$ cat config.mk
export PLATFORM = sky130hd
export DESIGN_NAME = attopu_loader
export DESIGN_NICKNAME = d
export VERILOG_FILES = /design/src/rtl/attopu_loader.sv
export SDC_FILE = /design/constraint.sdc
export NUM_CORES = 1
export LEC_CHECK = 0
export CAP_MARGIN = 20
export CORE_MARGIN = 4
export CORE_UTILIZATION = 54
export DETAILED_ROUTE_END_ITERATION = 12
export PLACE_DENSITY_LB_ADDON = 0.15
export SETUP_SLACK_MARGIN = 0.2
export SLEW_MARGIN = 20
export SYNTH_ARGS = -nofsm -noshare
export SYNTH_HDL_FRONTEND = slang
export SYNTH_SLANG_ARGS = --single-unit
$ cat constraint.sdc
create_clock -name clk -period 2.7 [get_ports clk]
set_input_delay 0.405 -clock clk [delete_from_list [all_inputs] [get_ports clk]]
set_output_delay 0.405 -clock clk [all_outputs]
set_load 0.02 [all_outputs]
$ cat src/rtl/attopu_loader.sv
// rtl/attopu_loader.sv - boot-time framed byte-stream loader for attopu instruction memory
module attopu_loader #(
    parameter int ADDR_W = 8
) (
    input  logic              clk,
    input  logic              rst,
    input  logic [7:0]        in_data,
    input  logic              in_valid,
    output logic              in_ready,
    output logic              mem_we,
    output logic [ADDR_W-1:0] mem_addr,
    output logic [15:0]       mem_wdata,
    output logic              cpu_rst,
    output logic              done,
    output logic              err
);

    localparam int          IDX_W = ADDR_W + 1;
    localparam logic [31:0] MAX_N = 32'd1 << ADDR_W;
    localparam logic [7:0]  SYNC  = 8'hA5;

    typedef enum logic [2:0] {
        S_IDLE,
        S_COUNT,
        S_HI,
        S_LO,
        S_WRITE,
        S_CHK,
        S_DONE,
        S_ERR
    } state_t;

    state_t            r_state;
    logic [IDX_W-1:0]  r_idx;
    logic [IDX_W-1:0]  r_count;
    logic [7:0]        r_csum;
    logic              r_in_ready;
    logic              r_mem_we;
    logic [ADDR_W-1:0] r_mem_addr;
    logic [15:0]       r_mem_wdata;
    logic              r_cpu_rst;
    logic              r_done;
    logic              r_err;

    logic              w_accept;
    logic              w_sync;
    logic              w_bad_count;
    logic [IDX_W-1:0]  w_idx_next;

    assign w_accept    = in_valid && r_in_ready;
    assign w_sync      = (in_data == SYNC);
    assign w_bad_count = (in_data == 8'd0) || ({24'd0, in_data} > MAX_N);
    assign w_idx_next  = r_idx + IDX_W'(1);

    always_ff @(posedge clk or negedge rst) begin
        if (!rst) begin
            r_state     <= S_IDLE;
            r_idx       <= '0;
            r_count     <= '0;
            r_csum      <= '0;
            r_in_ready  <= 1'b0;
            r_mem_we    <= 1'b0;
            r_mem_addr  <= '0;
            r_mem_wdata <= '0;
            r_cpu_rst   <= 1'b1;
            r_done      <= 1'b0;
            r_err       <= 1'b0;
        end else begin
            // Only the LO->WRITE transition withholds ready or raises the strobe.
            r_mem_we   <= 1'b0;
            r_in_ready <= 1'b1;
            case (r_state)
                S_IDLE: begin
                    if (w_accept && w_sync) begin
                        r_state <= S_COUNT;
                        r_csum  <= '0;
                        r_idx   <= '0;
                    end
                end
                S_COUNT: begin
                    if (w_accept) begin
                        if (w_bad_count) begin
                            r_state   <= S_ERR;
                            r_err     <= 1'b1;
                            r_cpu_rst <= 1'b1;
                        end else begin
                            r_count <= IDX_W'(in_data);
                            r_state <= S_HI;
                        end
                    end
                end
                S_HI: begin
                    if (w_accept) begin
                        r_mem_wdata[15:8] <= in_data;
                        r_csum            <= r_csum ^ in_data;
                        r_state           <= S_LO;
                    end
                end
                S_LO: begin
                    if (w_accept) begin
                        r_mem_wdata[7:0] <= in_data;
                        r_csum           <= r_csum ^ in_data;
                        r_mem_addr       <= r_idx[ADDR_W-1:0];
                        r_mem_we         <= 1'b1;
                        r_in_ready       <= 1'b0;
                        r_state          <= S_WRITE;
                    end
                end
                S_WRITE: begin
                    r_idx   <= w_idx_next;
                    r_state <= (w_idx_next == r_count) ? S_CHK : S_HI;
                end
                S_CHK: begin
                    if (w_accept) begin
                        if (in_data == r_csum) begin
                            r_state   <= S_DONE;
                            r_done    <= 1'b1;
                            r_cpu_rst <= 1'b0;
                        end else begin
                            r_state   <= S_ERR;
                            r_err     <= 1'b1;
                            r_cpu_rst <= 1'b1;
                        end
                    end
                end
                S_DONE: begin
                    if (w_accept && w_sync) begin
                        r_state   <= S_COUNT;
                        r_cpu_rst <= 1'b1;
                        r_done    <= 1'b0;
                        r_csum    <= '0;
                        r_idx     <= '0;
                    end
                end
                S_ERR: begin
                    if (w_accept && w_sync) begin
                        r_state <= S_COUNT;
                        r_err   <= 1'b0;
                        r_csum  <= '0;
                        r_idx   <= '0;
                    end
                end
                default: r_state <= S_IDLE;
            endcase
        end
    end

    assign in_ready  = r_in_ready;
    assign mem_we    = r_mem_we;
    assign mem_addr  = r_mem_addr;
    assign mem_wdata = r_mem_wdata;
    assign cpu_rst   = r_cpu_rst;
    assign done      = r_done;
    assign err       = r_err;

endmodule

==> results by stage <==
Routing:
- The DRC violation count after routing is 0.
- The violation count after the first detailed-route iteration is 132.
- The detailed-routing iteration count for the pre-antenna-repair pass is 4.
- In this run the remaining antenna-violating nets after routing total 0.
- The total via count in the routed design is roughly 2200.
- The average via count per standard cell is about 5.6.
- Summed over all layers, the routed wires come to 6042 microns.
- After detailed routing, the average wire length per cell comes to ~16 microns.

Synthesis:
- In the synthesized netlist the async set-or-reset flop fraction comes to 1.000.
- The biggest area consumer among synthesized cells is dfrtp_1.
- The number of standard cells after synthesis is around 270.
- The netlist area before placement is roughly 2800 sq um.
- The average instance in the mapped netlist occupies roughly 11 sq um.
- The netlist uses 44 different library cells.
- Synthesis inferred 57 register bits.
- The sequential element share of the synthesized area is 0.5035.
- The share of synthesized area in the top cell type comes to 0.4943.
- In the synthesized netlist the dominant register cell turns out to be dfrtp_1.
- The post-synth net total is approximately 280.
- In this run, synthesis inferred 0 flip-flops with an integrated enable.
- The count of synthesis-stage warnings from yosys is 0.
- Ranked by total cell area, the synthesized netlist is headed by dfrtp_1, mux2_2, xnor2_1, o21ai_0, nand2_1.

GRT:
- The maximum number of pins on one net before global-route repair is 46.
- The via count of the first global-routing pass was 2129.
- The global-route met1 utilization is 0.2874.
- The global-route wire length before repair is between 10000 and 15000 microns.
- The routing layer with the top usage in global route is met2.
- For met3 alone, demand over resource in global routing was 0.05717.
- For met2 alone, demand over resource in global routing was 0.3228.
- The overall track demand over capacity in global routing is 0.2144.
- The number of antenna violations at the first check in global routing is 0.
- The sum of overflow across all layers after global routing is 0.

Die:
- The number of I/O pins is 40.
- From left edge to right edge, the die measures just over 80 microns.
- For this configuration, the core starts out at a cell density of 0.5551.
- The floorplan has 26 rows.
- The placeable core area is about 5100 sq um.
- From bottom edge to top edge, the die measures between 80 and 90 microns.
- The die area is approximately 6500 sq um.

Critical path:
- The largest individual stage delay along the critical path comes from the cell dfrtp_1.
- The worst register-to-register path ends at r_state[1].
- The source of the worst register-to-register timing path is r_idx[0].
- The endpoint arrival time on the critical path is 2480 ps.
- The kind of critical path is reg2reg.
- Counting both buffers and inverters, the worst setup path holds a total of 0.
- STA classifies the critical path endpoint as a flop.
- Traced cell by cell, the critical path runs through ha_1 > and3_1 > nand3_1 > or3_1 > a31oi_1 > nand3_1 > a221o_1.
- The depth of the worst register-to-register path is 7.
- In this design, the stage delay of the slowest critical-path cell is between 400 and 500 ps.
- The required time of the worst setup path is about 2900 ps.
- STA classifies the critical path startpoint as a flop.
- The cell class contributing the biggest share of worst-path delay is simple AND/OR/NAND/NOR gates.
- By instance count, the cell type seen most on the critical path is nand3_1.
- For flop-to-flop paths, the worst setup slack is 450 ps.
- The maximum fanout count along the critical path is 7.

Placed design:
- The half-perimeter wire length after placement is ~4200 microns.
- The cell total after placement is approximately 370.
- Port buffering added 39 buffers.
- The routability congestion estimate is between 0.7 and 0.8.

STA:
- Across the routed clock network, the largest skew measured is around 11 ps.
- Static timing analysis puts the maximum clock frequency at about 440 MHz.
- The actual slew at the worst max-slew pin is ~650 ps.
- The final setup TNS is 0 ps.
- Setup repair after global routing left no endpoint under its margin.
- The max-slew violation count is 0.
- The relative slew slack is 0.5660.
- The count of final hold-check violations is 0.
- The final period utilization is 0.8346.
- The clock period could shrink to 2254 ps.
- Hold timing on the final database bottoms out at a slack of 58.20 ps.
- Setup violations remaining at the end of the flow were counted as 0.

Layout:
- Leaving out fill and tap cells, the most frequent cells in the layout are dfrtp_1, clkdlybuf4s50_1, mux2_2.
- The filler cell count is about 420.
- The layout net count is 324.
- At the end of the flow the core is filled with cells to 0.6938.
- Leaving out fill and tap cells, the most frequent cell in the layout is dfrtp_1.
- The number of diodes added for antenna fixing is 0.
- The layout overhead on the synthesized area is 24.98%.
- The count of cells in the finished layout, fillers not included, comes to 386.
- The fraction of final layout cells sized beyond drive strength 1 is 0.2089.

Pwr:
- The worst-case IR drop observed on VDD is approximately 0.66 mV.
- The power per unit of standard cell area is around 1200 nW/um^2.
- The standby leakage power is between 1 and 1.5 nW.

Clock network:
- The clock-pin slew on the worst setup and hold paths is around 70 ps.
- The TritonCTS clock tree is done.
- The level count of the clock H-tree is 3.
- The total CTS buffers is 9.
- Once the clock tree was built, the setup fixing pass inserted 0 buffers.
- No sink is reached through more buffers than the 2 on the longest clock path.
- The tree is rooted in a clkbuf_8.
- After clock tree synthesis, the repair step resized 0 gates.
- The number of hold buffers added after CTS is 0.
- Clock tree synthesis found a total of 57 sinks.
- The clock reaches the later pin of the worst-skew pair after 340 ps.

Worst hold path:
- The worst min-delay path class is in2async.

Job:
- The number of max-capacitance violations reported is 0.

Outcome:
- The flow ran to the end, and the final reports show no timing, DRC or antenna violations.
[flip-flops by register name, summed over array words and instances, names as in the netlist, 3 cells and up]
name	count
mem_addr	8
r_count	8
r_state	3
mem_wdata	16
r_csum	8
r_idx	9
[how the worst max path moves through the flow]
stage / startpoint / end / slack, ps / cells past startpoint
floorplan: r_idx[0] / r_state[1] / 620 / 8
global placement: in_data[2] / r_count[2] / 200 / 5
detailed placement: in_data[4] / err / 120 / 7
CTS: r_idx[0] / r_state[1] / 450 / 7
global route: r_idx[0] / r_state[0] / 240 / 7
finish: r_idx[0] / r_state[1] / 450 / 7
[final cells by class]
cell class | count | area [sq um] | area share
Inverter | 2 | 7.507 | 0.002119
Clock inverter | 5 | 80.08 | 0.02260
Tap cell | 70 | 87.58 | 0.02472
Multi-Input combinational cell | 193 | 1340 | 0.3782
Timing Repair Buffer | 49 | 462.9 | 0.1306
Clock buffer | 10 | 137.6 | 0.03884
Sequential cell | 57 | 1428 | 0.4029
[synth_stat cells (2+ instances only)]
cell type and n:
nand2_1 23, a21oi_1 6, nor2_1 20, mux2_2 35, nand3_1 7, o21ai_1 7, nor2b_1 3, nand4_1 5
o22ai_1 3, clkbuf_1 7, and2_1 6, nand2b_1 3, inv_1 2, buf_2 6, o31ai_1 3, and3_1 3
nor4_1 3, xnor2_1 16, dfrtp_1 56, xor2_1 4, o21ai_0 25
[per-stage QoR]
| step | worst slack [ps] | cell area (sq um) | power (W) |
|---|---|---|---|
| after floorplan | 618.8 | 2835 | 0.002768 |
| after global placement | 201.0 | 3323 | 0.003388 |
| after detailed placement | 120.7 | 3323 | 0.003436 |
| after CTS | 448.1 | 3541 | 0.004336 |
| after global routing | 238.2 | 3543 | 0.004607 |
| final | 446.5 | 3543 | 0.004299 |
[power by group]
group | internal [W] | switching (W)
Clock | 0.000537 | 0.000340
Combinational | 0.000943 | 0.000848
Sequential | 0.00125 | 0.000383
[routing by layer]
| metal | vias up | share of wire |
|---|---|---|
| li1 | 1040 | - |
| met1 | 1054 | 0.47 |
| met2 | 57 | 0.45 |
| met3 | 11 | 0.064 |
| met4 | 0 | 0.019 |
| met5 | - | 0 |
[cells by family (layout without fill, tap and decap cells)]
logic type	Yosys count	after routing	share of synthesized area
simple gates	81	81	0.1470
flops	57	57	0.5035
compound gates	55	55	0.1165
mux	36	36	0.1430
xor+xnor	20	20	0.06178
buf+inv	16	66	0.02383
fa+ha+maj	1	1	0.004412
Note: power is estimated with default switching activity, not from simulation.
